## src/rtl/alu_pkg.sv

```systemverilog
// Shared types and constants for the sequential ALU and its multiplier.
package alu_pkg;

  typedef enum logic [2:0] {
    OP_ADD = 3'd0,
    OP_AND = 3'd1,
    OP_OR  = 3'd2,
    OP_XOR = 3'd3,
    OP_SUB = 3'd4,
    OP_MUL = 3'd5
  } op_e;

  typedef enum logic {
    S_IDLE = 1'b0,
    S_MUL  = 1'b1
  } state_e;

  localparam int MAX_WIDTH = 64;
  localparam logic [MAX_WIDTH-1:0] ILLEGAL_FILL = {MAX_WIDTH{1'b1}};

endpackage

```

## src/rtl/alu_mul_seq.sv

```systemverilog
// Shift-add multiplier: operand magnitudes latched on start, one partial product
// per busy cycle, sign fix-up and overflow applied to the final step.
module alu_mul_seq
  import alu_pkg::*;
#(
  parameter int WIDTH = 16,
  parameter int CNT_W = $clog2(WIDTH + 1)
) (
  input  logic             clk,
  input  logic             rst_n,
  input  logic             start_i,
  input  logic             busy_i,
  input  logic [WIDTH-1:0] a_i,
  input  logic [WIDTH-1:0] b_i,
  input  logic             sign_i,
  output logic             done_o,
  output logic [WIDTH-1:0] prod_o,
  output logic             ofl_o
);

  logic [CNT_W-1:0]   cnt_q, cnt_d;
  logic [2*WIDTH-1:0] mcand_q, mcand_d;
  logic [2*WIDTH-1:0] acc_q, acc_d;
  logic [2*WIDTH-1:0] acc_step_s;
  logic [WIDTH-1:0]   mplier_q, mplier_d;
  logic [WIDTH-1:0]   mag_a_s, mag_b_s, prod_lo_s;
  logic               neg_q, neg_d, sgn_q, sgn_d;

  // Operand magnitudes; the most negative value maps onto its own unsigned pattern.
  always_comb begin
    mag_a_s = (sign_i & a_i[WIDTH-1]) ? (~a_i + {{(WIDTH-1){1'b0}}, 1'b1}) : a_i;
    mag_b_s = (sign_i & b_i[WIDTH-1]) ? (~b_i + {{(WIDTH-1){1'b0}}, 1'b1}) : b_i;
  end

  always_comb begin
    acc_step_s = acc_q + (mplier_q[0] ? mcand_q : {(2*WIDTH){1'b0}});
  end

  always_comb begin
    cnt_d    = cnt_q;
    mcand_d  = mcand_q;
    mplier_d = mplier_q;
    acc_d    = acc_q;
    neg_d    = neg_q;
    sgn_d    = sgn_q;
    if (start_i) begin
      cnt_d    = {CNT_W{1'b0}};
      mcand_d  = {{WIDTH{1'b0}}, mag_a_s};
      mplier_d = mag_b_s;
      acc_d    = {(2*WIDTH){1'b0}};
      neg_d    = sign_i & (a_i[WIDTH-1] ^ b_i[WIDTH-1]);
      sgn_d    = sign_i;
    end else if (busy_i) begin
      cnt_d    = cnt_q + {{(CNT_W-1){1'b0}}, 1'b1};
      mcand_d  = mcand_q << 1;
      mplier_d = mplier_q >> 1;
      acc_d    = acc_step_s;
    end else begin
      cnt_d    = cnt_q;
    end
  end

  // Result taps the in-flight final step so the top can register it on the done edge.
  always_comb begin
    done_o    = busy_i & (cnt_q == CNT_W'(WIDTH - 1));
    prod_lo_s = acc_step_s[WIDTH-1:0];
    prod_o    = neg_q ? (~prod_lo_s + {{(WIDTH-1){1'b0}}, 1'b1}) : prod_lo_s;
    if (!sgn_q) begin
      ofl_o = |acc_step_s[2*WIDTH-1:WIDTH];
    end else if (neg_q) begin
      ofl_o = (|acc_step_s[2*WIDTH-1:WIDTH]) |
              (acc_step_s[WIDTH-1] & (|acc_step_s[WIDTH-2:0]));
    end else begin
      ofl_o = |acc_step_s[2*WIDTH-1:WIDTH-1];
    end
  end

  always_ff @(posedge clk or negedge rst_n) begin
    if (!rst_n) begin
      cnt_q    <= {CNT_W{1'b0}};
      mcand_q  <= {(2*WIDTH){1'b0}};
      mplier_q <= {WIDTH{1'b0}};
      acc_q    <= {(2*WIDTH){1'b0}};
      neg_q    <= 1'b0;
      sgn_q    <= 1'b0;
    end else begin
      cnt_q    <= cnt_d;
      mcand_q  <= mcand_d;
      mplier_q <= mplier_d;
      acc_q    <= acc_d;
      neg_q    <= neg_d;
      sgn_q    <= sgn_d;
    end
  end

endmodule

```

## src/rtl/alu_seq_nb.sv

```systemverilog
// Registered ALU with valid/ready handshakes on both sides; single-cycle logic and
// add/sub ops, plus a multi-cycle multiply that holds off new input while running.
module alu_seq_nb
  import alu_pkg::*;
#(
  parameter int WIDTH = 16,
  parameter int CNT_W = $clog2(WIDTH + 1)
) (
  input  logic             clk,
  input  logic             rst_n,
  input  logic             in_valid,
  output logic             in_ready,
  input  logic [WIDTH-1:0] in_a,
  input  logic [WIDTH-1:0] in_b,
  input  logic             cin,
  input  logic             sign,
  input  logic [2:0]       op,
  output logic             out_valid,
  input  logic             out_ready,
  output logic [WIDTH-1:0] out,
  output logic             ofl,
  output logic             c_out,
  output logic             zero,
  output logic             err
);

  state_e           state_q, state_d;
  logic             out_valid_q, out_valid_d;
  logic [WIDTH-1:0] out_q, out_d;
  logic             ofl_q, ofl_d, c_out_q, c_out_d, zero_q, zero_d, err_q, err_d;

  logic             accept_s, pop_s, mul_start_s, mul_busy_s, mul_done_s, mul_ofl_s;
  logic [WIDTH-1:0] mul_prod_s;
  logic [WIDTH-1:0] b_eff_s, alu_res_s;
  logic [WIDTH:0]   sum_s;
  logic             c_in_s, sgn_ofl_s, alu_ofl_s, alu_c_s, alu_err_s;

  always_comb begin
    in_ready   = (state_q == S_IDLE) & (~out_valid_q | out_ready);
    accept_s   = in_valid & in_ready;
    pop_s      = out_valid_q & out_ready;
    mul_busy_s = (state_q == S_MUL);
  end

  // Shared adder: SUB is A + ~B + 1, so carry-out means "no borrow".
  always_comb begin
    if (op == OP_SUB) begin
      b_eff_s = ~in_b;
      c_in_s  = 1'b1;
    end else begin
      b_eff_s = in_b;
      c_in_s  = cin;
    end
    sum_s     = {1'b0, in_a} + {1'b0, b_eff_s} + {{WIDTH{1'b0}}, c_in_s};
    sgn_ofl_s = (in_a[WIDTH-1] == b_eff_s[WIDTH-1]) & (sum_s[WIDTH-1] != in_a[WIDTH-1]);
  end

  always_comb begin
    alu_res_s = sum_s[WIDTH-1:0];
    alu_ofl_s = 1'b0;
    alu_c_s   = 1'b0;
    alu_err_s = 1'b0;
    case (op)
      OP_ADD: begin
        alu_c_s   = sum_s[WIDTH];
        alu_ofl_s = sign ? sgn_ofl_s : sum_s[WIDTH];
      end
      OP_SUB: begin
        alu_c_s   = sum_s[WIDTH];
        alu_ofl_s = sign ? sgn_ofl_s : ~sum_s[WIDTH];
      end
      OP_AND:  alu_res_s = in_a & in_b;
      OP_OR:   alu_res_s = in_a | in_b;
      OP_XOR:  alu_res_s = in_a ^ in_b;
      OP_MUL:  alu_res_s = {WIDTH{1'b0}};
      default: begin
        alu_res_s = ILLEGAL_FILL[WIDTH-1:0];
        alu_err_s = 1'b1;
      end
    endcase
  end

  alu_mul_seq #(
    .WIDTH (WIDTH),
    .CNT_W (CNT_W)
  ) u_mul (
    .clk     (clk),
    .rst_n   (rst_n),
    .start_i (mul_start_s),
    .busy_i  (mul_busy_s),
    .a_i     (in_a),
    .b_i     (in_b),
    .sign_i  (sign),
    .done_o  (mul_done_s),
    .prod_o  (mul_prod_s),
    .ofl_o   (mul_ofl_s)
  );

  // A MUL accept always frees the result slot, so completion never has to stall.
  always_comb begin
    state_d     = state_q;
    out_d       = out_q;
    ofl_d       = ofl_q;
    c_out_d     = c_out_q;
    err_d       = err_q;
    mul_start_s = 1'b0;
    out_valid_d = pop_s ? 1'b0 : out_valid_q;
    case (state_q)
      S_IDLE: begin
        if (accept_s && (op == OP_MUL)) begin
          state_d     = S_MUL;
          mul_start_s = 1'b1;
          out_valid_d = 1'b0;
        end else if (accept_s) begin
          out_d       = alu_res_s;
          ofl_d       = alu_ofl_s;
          c_out_d     = alu_c_s;
          err_d       = alu_err_s;
          out_valid_d = 1'b1;
        end else begin
          state_d = S_IDLE;
        end
      end
      S_MUL: begin
        if (mul_done_s) begin
          state_d     = S_IDLE;
          out_d       = mul_prod_s;
          ofl_d       = mul_ofl_s;
          c_out_d     = 1'b0;
          err_d       = 1'b0;
          out_valid_d = 1'b1;
        end else begin
          state_d = S_MUL;
        end
      end
      default: state_d = S_IDLE;
    endcase
    zero_d = (out_d == {WIDTH{1'b0}});
  end

  always_ff @(posedge clk or negedge rst_n) begin
    if (!rst_n) begin
      state_q     <= S_IDLE;
      out_valid_q <= 1'b0;
      out_q       <= {WIDTH{1'b0}};
      ofl_q       <= 1'b0;
      c_out_q     <= 1'b0;
      zero_q      <= 1'b1;
      err_q       <= 1'b0;
    end else begin
      state_q     <= state_d;
      out_valid_q <= out_valid_d;
      out_q       <= out_d;
      ofl_q       <= ofl_d;
      c_out_q     <= c_out_d;
      zero_q      <= zero_d;
      err_q       <= err_d;
    end
  end

  always_comb begin
    out_valid = out_valid_q;
    out       = out_q;
    ofl       = ofl_q;
    c_out     = c_out_q;
    zero      = zero_q;
    err       = err_q;
  end

endmodule
```

## config.mk

```make
export PLATFORM = sky130hd
export DESIGN_NAME = alu_seq_nb
export DESIGN_NICKNAME = d
export VERILOG_FILES = /design/src/rtl/alu_pkg.sv /design/src/rtl/alu_mul_seq.sv /design/src/rtl/alu_seq_nb.sv
export SDC_FILE = /design/constraint.sdc
export NUM_CORES = 1
export LEC_CHECK = 0
export CAP_MARGIN = 20
export CORE_ASPECT_RATIO = 1.5
export CORE_MARGIN = 5
export CORE_UTILIZATION = 40
export DETAILED_ROUTE_END_ITERATION = 16
export PLACE_DENSITY = 0.57
export SLEW_MARGIN = 0
export SYNTH_ARGS = -nofsm -noshare
export SYNTH_HDL_FRONTEND = slang
export SYNTH_SLANG_ARGS = --single-unit
```

## constraint.sdc

```tcl
create_clock -name clk -period 8.7 [get_ports clk]
set_input_delay 2.175 -clock clk [delete_from_list [all_inputs] [get_ports clk]]
set_output_delay 2.175 -clock clk [all_outputs]
set_load 0.005 [all_outputs]
```

* Word-level counts from Yosys, hierarchy flattened
Cells that the tools add are included.
Storage, ports and cells: register bits 109, latch bits 0, bits in writable memories 0, bits in read-only memories 0, bits of input ports 41, output and inout port bits 22, memories kept 0
Operators by class: add/subtract/negate cells 7, multiply operators 0, divide/modulo/power cells 0, $lt $le $gt $ge 0, equality and inequality tests 11, shift operators 0, multiplexer cells 46, bitwise operators 21, reduce and logical (&&, ||, !) cells 10
Operators with widths (number):
- $mux 32 | 5
- $mux 16 | 9
- $pmux 16 s5 | 1
- $add 16x1->16 const B | 3
- $not 16->16 | 3
- $add 32x32->32 | 1
- $pmux 16 s2 | 1
- $mux 1 | 22
- $add 16x16->17 | 1
- $add 17x1->17 | 1
- $reduce_or 17->1 | 1
- $and 16x16->16 | 1
- $logic_not 16->1 | 1
- $or 16x16->16 | 1
- $reduce_or 16->1 | 1
- $xor 16x16->16 | 1
- $reduce_or 15->1 | 1
- $pmux 1 s2 | 6
- $mux 5 | 2
- $and 1x1->1 | 9
- $eq 3x2->1 const B | 2
- $eq 3x3->1 const B | 2
- $reduce_or 6->1 | 1
- $add 5x1->5 const B | 1
- 14 further kinds | 18

* Longest topological paths before layout
Gate-level depths: netlist of the first run.
depth in word-level cells 11, gate-level depth with buffers 18

* By module
From an unflattened synthesis of the first run, not the netlist that was laid out.
Second synthesis, totals: cell total of the unflattened synthesis 1238, area, all modules 10324.9 um^2
Modules (own cells, without submodules):
- alu_mul_seq | instances 1, cells an instance 799, area each 6857.8 um^2, seq. area each 2177.1 um^2
- alu_seq_nb | instances 1, cells an instance 439, area each 3467.1 um^2, seq. area each 551.8 um^2

* Least setup slack after synthesis of the first run
Ideal clock, no wire load.
path type input-to-reg, start point input port op[1], end point register zero_q (netlist: zero), library setup time 0.090 ns, arrival time 6.916 ns, data required time 8.610 ns, path slack 1.694 ns, cell stages on the path 18, cells stage by stage buf_2 > or2_2 > clkbuf_1 > nor2_1 > clkbuf_1 > xnor2_1 > fa_1 > fa_1 > a211oi_1 > nor2_1 > o21ai_0 > nand2b_1 > xnor2_1 > o221ai_1 > a22o_1 > or4_1 > or4b_1 > nor4_2
Between the ends: cells in the longest elaborated chain, start to end 9, elaborated cells between the ends (all ways) 17, those cells by class 2 x add/sub; 5 x eq/ne; 6 x mux; 4 x reduce/logical
Ends and longest elaborated chain:
- start: declaration | RTL line alu_seq_nb.sv:17 | input logic [2:0] op,
- $eq 3x3->1 | RTL line alu_seq_nb.sv:47, alu_seq_nb.sv:63
- $mux 16 | RTL line alu_seq_nb.sv:47 | if (op == OP_SUB) begin
- $add 16x16->17 | RTL line alu_seq_nb.sv:54 | sum_s = {1'b0, in_a} + {1'b0, b_eff_s} + {{WIDTH{1'b0}}, c_in_s};
- $add 17x1->17 | RTL line alu_seq_nb.sv:54
- $pmux 16 s5 | RTL line alu_seq_nb.sv:63 | case (op)
- $mux 16 | RTL line alu_seq_nb.sv:114 | end else if (accept_s) begin
- $mux 16 * | RTL line alu_seq_nb.sv:110 | if (accept_s && (op == OP_MUL)) begin
- $pmux 16 s2 * | RTL line alu_seq_nb.sv:108 | case (state_q)
- net out_d[6] | RTL line alu_seq_nb.sv:29 | logic [WIDTH-1:0] out_q, out_d;
- $logic_not 16->1 * | RTL line alu_seq_nb.sv:138 | zero_d = (out_d == {WIDTH{1'b0}});
- net zero_d | RTL line alu_seq_nb.sv:30 | logic ofl_q, ofl_d, c_out_q, c_out_d, zero_q, zero_d, err_q, err_d;
- end signal: assignment | RTL line alu_seq_nb.sv:156 | zero_q <= zero_d;
- end: declaration | RTL line alu_seq_nb.sv:30
Mark *: on every way through the listed nets, which the timed path passes. The rest lies on a longest branch. A chain may end at the register's enable or synchronous reset.

* Final worst setup path of the first run
start point input port op[2], end point register zero_q (netlist: zero)
Same word-level chain as after synthesis.

==> impl_metrics.yaml, run 1 <==
grt:
  grt.total_usage_pct: 21.6
  grt.overflow.total: 0
  grt_antenna_before_repair: 0
  grt_start_max_net_pins: 69
  grt_first_pass_wirelength_mm: 45.7
  grt_pass1_vias: 8596
die:
  coreArea_mm2: 0.0236
  row_count: 69
  io_pins: 63
  dieArea_mm2: 0.0271
  start_util_pct: 40.5
  die_h_um: 199
  die_w_um: 136
route:
  viasPerCell: 5.55
  vias: 8462
  wl_per_cell_um: 18.7
  first_pass_iters: 5
  drtIter0Drc: 319
  ant_nets: 0
  drc: 0
  routed_wl_mm: 28.6
placement:
  globalplace.congestion: 0.917
  dp_hpwl_mm: 22.2
  port_buffers: 62
layout:
  diodes: 0
  drive_gt1_share_pct: 4.81
  syn2layout_area_growth_pct: 12.7
  nNetsFinal: 1328
  final_cell_mix: "nand2_1, o21ai_0, dfrtp_1"
  final_common_cell: "nand2_1"
  fillers: 2414
  finish.utilization_pct: 45.6
sta:
  slew_violations: 0
  clock_skew_ns: 0.0117
  timing.slew.headroom_pct: 39.1
  rsz0062_at_grt: "false"
  worst_pin_slew_ns: 0.911
  period_share_pct: 76.3
  setup_violations: 0
  final-hold-violation-count: 0
  max_freq_mhz: 151
  period_minus_slack_ns: 6.64
  setup_tns_ns: 0
worst_setup_path:
  cp_slowest_cell: "or4_1"
  path_class: "in2reg"
  arrival_ns: 6.92
  start_kind: "input pin"
  path_cells: "clkdlybuf4s50_1, buf_4, inv_1, nor2_2, buf_4, xnor2_1, fa_1, fa_1, a211oi_1, nor2_1, o21ai_0, nand2b_1, xnor2_1, o221ai_1, a22o_1, or4_1, or4b_1, nor4_2"
  cp.required_ns: 8.98
  critPathCaptureType: "flip-flop"
  crit_fanout: 26
  max_stage_delay_ns: 0.57
clock_tree:
  cts.sinks: 109
  clk_latency_ns: 0.37
  clkTransAtPathRegs_ns: 0.08
  numCtsBuffers: 9
  cts_buffer_depth: 2
  cts_setup_buffers: 0
  ctsHtreeMaxLevel: 3
  root_buffer: "clkbuf_16"
  cts_tree: "done"
  ctsResizeCount: 0
  hold_buffers: 0
run_status:
  run_status: "finished clean"
yosys:
  synth_largest_area_cell: "dfrtp_1"
  yosysUniqueCellTypes: 73
  synth_seq_cells: 109
  yosys-top-cells-area: "dfrtp_1, ha_1, o21ai_0"
  synth-edff-count: 0
  seq_area_frac_synth_pct: 28.6
  async_flop_share_pct: 100
  synth.net_count: 1300
  synthesis.area_mm2: 0.00953
  synth_warnings: 0
  avgSynthCellArea_um2: 8.13
  synth_ff_type: "dfrtp_1"
  syn-instance-count: 1173
  yosys.area.top_type_share_pct: 28.3
min_path:
  min_path_type: "reg2reg"
pwr:
  cellPowerDensity_mw_per_mm2: 266
  total_power_mw: 2.86
  leakage_nw: 4.80
  ir_drop_uv: 165
job:
  drv_cap: 0
==> cells by family (layout without fill, tap and decap cells) <==
logic type	count (synthesis)	in the layout	share of synthesized area, %
XOR/XNOR	94	94	8.71
flip-flops	109	109	28.6
AND/OR/NAND/NOR	379	379	18.5
adder cells (fa/ha/maj)	86	86	11.5
AO/OA/AOI/OAI	331	331	22.3
buffers and inverters	122	155	4.87
multiplexers	52	52	5.50
==> critical path: cells and delay by family <==
kind	cells	cell delay (ns)
simple gates	6	1.63
xor+xnor	2	0.28
compound gates	4	0.79
fa+ha+maj	2	0.89
buf+inv	4	1.16
==> sequential cells by signal (all words and copies together) (netlist names) <==
name and cells:
u_mul.sgn_q 1, zero 1, u_mul.mplier_q 16, mul_busy_s 1
c_out 1, u_mul.acc_q 32, out_valid 1, out 16
u_mul.mcand_q 32, err 1, u_mul.neg_q 1, ofl 1
u_mul.cnt_q 5
==> report_power, final <==
part / switching [mW] / internal, mW
sequential: 0.170 / 0.719
combinational: 0.901 / 0.649
clock: 0.210 / 0.208
total: 1.28 / 1.58
==> synthesized netlist by cell type (4+ instances only) <==
master / number
nand2_1: 147
o21ai_0: 127
dfrtp_1: 108
nor2_1: 92
ha_1: 83
xnor2_1: 72
inv_1: 63
a21oi_1: 54
clkbuf_1: 51
mux2i_1: 49
and2_1: 39
nand3_1: 25
xor2_1: 21
nor3_1: 19
a21o_1: 16
o22ai_1: 14
a22oi_1: 13
o211ai_1: 11
or3_1: 11
o31ai_1: 10
a31oi_1: 9
a211oi_1: 8
nand2b_1: 8
o221ai_1: 8
and3_1: 7
nor2b_1: 6
or4_1: 6
buf_2: 5
o21bai_1: 5
a22o_1: 4
nand4_1: 4
o21a_1: 4
o21ai_1: 4
o31a_1: 4
==> final timing paths <==
kind | startpoint | end | slack (ns) | cells after the start
max | op[2] | zero | 2.06 | 18
min | u_mul.sgn_q | u_mul.sgn_q | 0.48 | 2
max reg2reg | u_mul.mplier_q[0] | zero | 4.30 | 14
min reg2reg | u_mul.sgn_q | u_mul.sgn_q | 0.48 | 2
max in group asynchronous | rst_n | u_mul.cnt_q[2] | 5.60 | 2
min in group asynchronous | rst_n | u_mul.mcand_q[16] | 1.80 | 1
==> per-layer routing <==
| metal | track usage (%) | vias to the layer above | part of all wire (%) |
|---|---|---|---|
| li1 | - | 4194 | - |
| met1 | 23.8 | 4022 | 39 |
| met2 | 40.4 | 179 | 53 |
| met3 | 2.17 | 67 | 3.1 |
| met4 | 11.1 | 0 | 4.9 |
| met5 | 0 | - | 0 |
==> metrics by stage <==
stage	instance area, um^2	hold slack (ns)	cells	worst slack (ns)
2_1_floorplan	9530	0.446	1173	1.69
3_3_place_gp	10400	0.464	1509	1.69
3_5_place_dp	10400	0.470	1509	1.67
4_1_cts	10700	0.490	1525	2.04
5_1_grt	10700	0.515	1525	1.73
6_report	10700	0.483	1525	2.06
==> layout make-up <==
| class | count | area, um^2 | share of cell area, % |
|---|---|---|---|
| Sequential cell | 109 | 2730 | 25.4 |
| Inverter | 63 | 236 | 2.20 |
| Clock buffer | 10 | 239 | 2.22 |
| Clock inverter | 6 | 53.8 | 0.501 |
| Tap cell | 319 | 399 | 3.72 |
| Multi-Input combinational cell | 942 | 6360 | 59.2 |
| Timing Repair Buffer | 76 | 723 | 6.73 |
Note: power is estimated with default switching activity, not from simulation.
==> inputs of run 2 (changes only) <==
--- a/config.mk
+++ b/config.mk
@@ -10,7 +10,7 @@
 export CORE_MARGIN = 5
 export CORE_UTILIZATION = 40
 export DETAILED_ROUTE_END_ITERATION = 16
-export PLACE_DENSITY = 0.57
+export PLACE_DENSITY = 0.59
 export SLEW_MARGIN = 0
 export SYNTH_ARGS = -nofsm -noshare
 export SYNTH_HDL_FRONTEND = slang
==> constraint.sdc (replaced) <==
create_clock -name clk -period 5.7 [get_ports clk]
set_input_delay 1.425 -clock clk [delete_from_list [all_inputs] [get_ports clk]]
set_output_delay 1.425 -clock clk [all_outputs]
set_load 0.005 [all_outputs]
==> run 2 against run 1 <==
Clock-buffer cell count is 2 higher; die area is the same; largest power group unchanged; design area is 1.2% higher; highest routed layer unchanged; wire length rose by 0.58%; first-iteration DRC count increased by 47%; utilization is 0.56 points higher; worst hold slack gained 0.0057 ns; critical path depth down 3; largest cell class unchanged; non-clock buffer count up 16.
==> impl_metrics.yaml, run 2 (synthesis results as in run 1) <==
run_status:
  run_status: "finished clean"
layout:
  nNetsFinal: 1344
  diodes: 0
  drive_gt1_share_pct: 5.74
  top_regs: "u_mul.acc_q: 32 flops, u_mul.mcand_q: 32 flops"
  seq_area_mm2: 0.00273
  multi_input_area_mm2: 0.00637
  syn2layout_area_growth_pct: 14.0
  finish.utilization_pct: 46.1
  fillers: 2380
  final_cell_mix: "nand2_1, o21ai_0, dfrtp_1"
  final_common_cell: "nand2_1"
  fin_cells: 1539
die:
  die_h_um: 199
  dieArea_mm2: 0.0271
  die_w_um: 136
  row_count: 69
  start_util_pct: 40.5
  coreArea_mm2: 0.0236
  io_pins: 63
sta:
  rsz0062_at_grt: "false"
  whs_ns: 0.489
  slew_violations: 0
  clock_skew_ns: 0.00955
  setup_violations: 0
  max_freq_mhz: 183
  final-hold-violation-count: 0
  timing.slew.headroom_pct: 44.3
  worst_pin_slew_ns: 0.836
  period_share_pct: 96.0
  period_minus_slack_ns: 5.47
placement:
  dp_hpwl_mm: 21.9
  port_buffers: 62
  globalplace.congestion: 0.932
  dpl.cell_count: 1524
min_path:
  holdCritStartpoint: "u_mul.sgn_q"
  min_path_type: "reg2reg"
worst_setup_path:
  start_kind: "input pin"
  critPathCaptureType: "flip-flop"
  reg2reg_from: "u_mul.mplier_q[0]"
  crit_fanout: 3
  arrival_ns: 5.75
  cp.required_ns: 5.98
  path_class: "in2reg"
  critPathLaunch: "op[1]"
grt:
  grt_first_pass_wirelength_mm: 46.8
  grt_antenna_before_repair: 0
  grt_pass1_vias: 8892
  grt_start_max_net_pins: 74
  grt.overflow.total: 0
  grt.total_usage_pct: 21.8
clock_tree:
  root_buffer: "clkbuf_16"
  ctsHtreeMaxLevel: 3
  hold_buffers: 0
  clk_latency_ns: 0.37
  numCtsBuffers: 9
  cts_tree: "done"
  cts_buffer_depth: 2
  cts.sinks: 109
  clkTransAtPathRegs_ns: 0.07
route:
  first_pass_iters: 7
  routed_wl_mm: 28.7
  ant_nets: 0
  viasPerCell: 5.60
  wl_per_cell_um: 18.7
  vias: 8612
  drc: 0
  drtIter0Drc: 470
job:
  drv_cap: 0
pwr:
  leakage_nw: 4.87
  cellPowerDensity_mw_per_mm2: 406
  ir_drop_uv: 184
run 2: worst paths after layout:
check	to	slack [ns]	depth (start not counted)
min in group asynchronous	u_mul.mplier_q[8]	0.90	1
min	u_mul.sgn_q	0.49	2
max	zero	0.23	15
max in group asynchronous	u_mul.cnt_q[3]	3.65	3
min reg2reg	u_mul.sgn_q	0.49	2
max reg2reg	zero	1.39	13
run 2: through the flow:
stage	setup TNS, ns	instance area, um^2	setup slack, ns	power (mW)
floorplan	0	9550	0.0170	3.00
global placement	-0.0664	10600	-0.0664	3.75
detailed placement	-0.201	10600	-0.201	3.78
CTS	0	10800	0.180	4.45
global route	0	10900	0.0474	4.79
finish	0	10900	0.230	4.41
run 2: critical path: stages:
cell and delay, ns:
clkdlybuf4s50_1 0.41, or2_2 0.34, nor2_4 0.14, xnor2_1 0.09, fa_1 0.45, fa_1 0.47
xor2_1 0.19, o21ai_0 0.15, o221ai_1 0.12, o21ai_0 0.10, o21ai_0 0.11, or4_1 0.56
or4_1 0.44, or4b_1 0.53, nor4_2 0.23
run 2: where the power goes:
part / internal [mW] / switching [mW]
logic: 1.02 / 1.39
clock network: 0.337 / 0.300
registers: 1.10 / 0.269
run 2: what timing repair did:
action | 4_1_cts | 5_1_grt
setup endpoints to repair | 0 | 1
endpoints found under the hold margin | 0 | 0
gates resized for setup | 0 | 1
setup buffers | 0 | 0
run 2: metal layers:
metal / track usage, % / vias to the layer above / share of wire [%] / routed length (um)
met4: 9.94 / 0 / 4.1 / 1190
met1: 24.0 / 4109 / 38 / 11000
met5: 0 / - / 0 / 0
li1: - / 4230 / - / -
met2: 41.6 / 207 / 55 / 15700
met3: 2.19 / 66 / 2.9 / 836
run 2: cell type report:
class	instances	area share, %
Clock buffer	12	2.17
Clock inverter	2	0.345
Inverter	63	2.17
Multi-Input combinational cell	942	58.6
Sequential cell	109	25.1
Tap cell	319	3.67
Timing Repair Buffer	92	7.94
==> inputs of run 3 (changes only) <==
--- a/config.mk
+++ b/config.mk
@@ -14,4 +14,5 @@
 export SLEW_MARGIN = 0
 export SYNTH_ARGS = -nofsm -noshare
 export SYNTH_HDL_FRONTEND = slang
+export SYNTH_HIERARCHICAL = 1
 export SYNTH_SLANG_ARGS = --single-unit
==> run 3 against run 2 <==
Clock-buffer cell count fell by 1; sequential share of layout area fell by 1.4 points; flip-flop and latch count did not move.
==> impl_metrics.yaml, run 3 <==
worst_setup_path:
  critPathCaptureType: "flip-flop"
  r2r_cells: 19
  cp.required_ns: 5.96
  arrival_ns: 5.21
  crit_fanout: 17
  start_kind: "flip-flop"
  path_class: "reg2reg"
yosys:
  synth-edff-count: 0
  synthesis.area_mm2: 0.0103
  yosys.area.top_type_share_pct: 26.2
  yosysUniqueCellTypes: 97
  syn-instance-count: 1238
  synthAdderAreaFrac_pct: 10.6
  synth_warnings: 6
  synth_xor_area_share_pct: 7.62
  yosys-top-cells-area: "dfrtp_1, ha_1, mux2i_1"
  synth_seq_cells: 109
  seq_area_frac_synth_pct: 26.4
  synth.net_count: 1365
  yosysMostFrequentCell: "nor2_1"
  synth_mux_area_share_pct: 8.06
  synth.top_cells.by_count: "nor2_1, dfrtp_1, nand2_1"
  synth_top_family_by_area: "compound AO/OA/AOI/OAI gates"
  avgSynthCellArea_um2: 8.34
  synth_ff_type: "dfrtp_1"
  yosys.area_share.simple_pct: 19.5
  synth_largest_area_cell: "dfrtp_1"
  async_flop_share_pct: 100
  synth-compound-area-share_pct: 22.7
route:
  met2_wirelength_mm: 16.6
  drc: 0
  routed_wl_mm: 31.9
  highest_layer: "met4"
  wl_per_cell_um: 19.9
  wl_met3_um: 742
  drtIter0Drc: 469
  wl_met1_mm: 12.5
  viasPerCell: 5.77
  first_pass_iters: 5
  vias: 9243
  ant_nets: 0
layout:
  nNetsFinal: 1391
  drive_gt1_share_pct: 6.93
  syn2layout_area_growth_pct: 11.7
  final_common_cell: "nor2_1"
  fillers: 2585
  top_regs: "u_mul/acc_q: 32 flops, u_mul/mcand_q: 32 flops"
  fin_cells: 1602
  diodes: 0
  final_cell_mix: "nor2_1, dfrtp_1, nand2_1"
  final_area_mm2: 0.0115
run_status:
  run_status: "finished clean"
sta:
  max_freq_mhz: 202
  clock_skew_ns: 0.0117
  period_minus_slack_ns: 4.96
  period_share_pct: 86.9
  final-hold-violation-count: 0
  rsz0062_at_grt: "false"
  worst_pin_slew_ns: 0.964
  whs_ns: 0.536
  setup_tns_ns: 0
  slew_violations: 0
  setup_violations: 0
  timing.slew.headroom_pct: 35.7
placement:
  globalplace.congestion: 0.967
  dp_hpwl_mm: 24.6
  placed_area_mm2: 0.0112
  port_buffers: 62
  dpl.cell_count: 1586
die:
  start_util_pct: 40.2
  io_pins: 63
  coreArea_mm2: 0.0257
  dieArea_mm2: 0.0292
  die_w_um: 141
  row_count: 72
  die_h_um: 207
pwr:
  leakage_nw: 5.10
  ir_drop_uv: 189
  cellPowerDensity_mw_per_mm2: 439
grt:
  grt_antenna_before_repair: 0
  grt_first_pass_wirelength_mm: 49.7
  grt_start_max_net_pins: 98
  grt.overflow.total: 0
  grt.total_usage_pct: 21.7
  grt_pass1_vias: 9148
min_path:
  min_path_type: "reg2reg"
  hold-path-cell-count: 2
job:
  drv_cap: 0
clock_tree:
  root_buffer: "clkbuf_16"
  clk_latency_ns: 0.37
  ctsResizeCount: 0
  cts_buffer_depth: 2
  cts_tree: "done"
  ctsHtreeMaxLevel: 3
  hold_buffers: 0
  numCtsBuffers: 9
  cts.sinks: 109
  cts_setup_buffers: 0
  clkTransAtPathRegs_ns: 0.08
run 3: cell count changes in the layout (fill, tap and decap cells not counted), sizes merged, moves of 7 or more:
cell	change
a211oi	+13
nand2b	+8
mux2i	+24
o22ai	-7
o21a	+7
xnor2	-10
nand2	-45
and3	+7
o21ai	-35
buf	-9
nor2b	+10
nor2	+30
a21oi	+10
run 3: critical path, cell delays in order, from the launching register on:
cell and delay [ns]:
dfrtp_1 0.55, and2_1 0.23, ha_1 0.23, fa_1 0.46
a21oi_1 0.33, o211ai_1 0.21, a211oi_1 0.52, nor2_1 0.26
xnor2_1 0.42, nand2b_4 0.11, nor4_1 0.24, buf_4 0.20
o2111a_1 0.19, nand4_1 0.10, buf_4 0.19, nor2_1 0.14
nor2_1 0.08, nor3_1 0.14, mux2i_1 0.09, and3_1 0.16
run 3: area by class of cell:
cell class	count	area, um^2	area share (%)
clock buffers	11	253	2.19
clock inverters	5	63.8	0.553
inverters	57	214	1.85
multi-input cells	1004	7080	61.4
flip-flops and latches	109	2730	23.7
well taps	333	417	3.61
repair buffers	83	776	6.73
run 3: metal layers:
layer | track usage (%) | vias to the layer above
li1 | - | 4492
met1 | 23.9 | 4453
met2 | 39.8 | 215
met3 | 2.10 | 83
met4 | 13.7 | 0
met5 | 0 | -
run 3: kinds of logic after synthesis:
family / count (synthesis)
AOI/OAI and AO/OA: 340
and+or+nand+nor: 407
DFF: 109
muxes: 82
buffers and inverters: 125
xor gates and xnor gates: 89
adders and majority gates: 86
run 3: power breakdown:
group / total [mW] / switching, mW / internal [mW] / leakage, nW
Combinational: 2.95 / 1.69 / 1.26 / 3.59
Sequential: 1.41 / 0.305 / 1.10 / 1.36
Clock: 0.700 / 0.328 / 0.372 / 0.158
Total: 5.06 / 2.32 / 2.73 / 5.10
run 3: path summary, 6_finish.rpt:
check / from / to / slack (ns)
worst max-delay path: u_mul/mplier_q[0] / ofl / 0.74
worst min-delay path: u_mul/sgn_q / u_mul/sgn_q / 0.54
worst max register to register: u_mul/mplier_q[0] / ofl / 0.74
worst min register to register: u_mul/sgn_q / u_mul/sgn_q / 0.54
max in group asynchronous: rst_n / u_mul/mplier_q[8] / 3.62
min in group asynchronous: rst_n / out[5] / 1.14
run 3: metrics by stage:
stage	utilization, %	power (mW)	worst slack (ns)
after floorplan	-	3.44	0.742
after detailed placement	43.7	4.35	0.417
after global placement	43.7	4.31	0.496
final	44.9	5.06	0.744
after CTS	44.9	5.07	0.746
after global routing	44.9	5.42	0.358
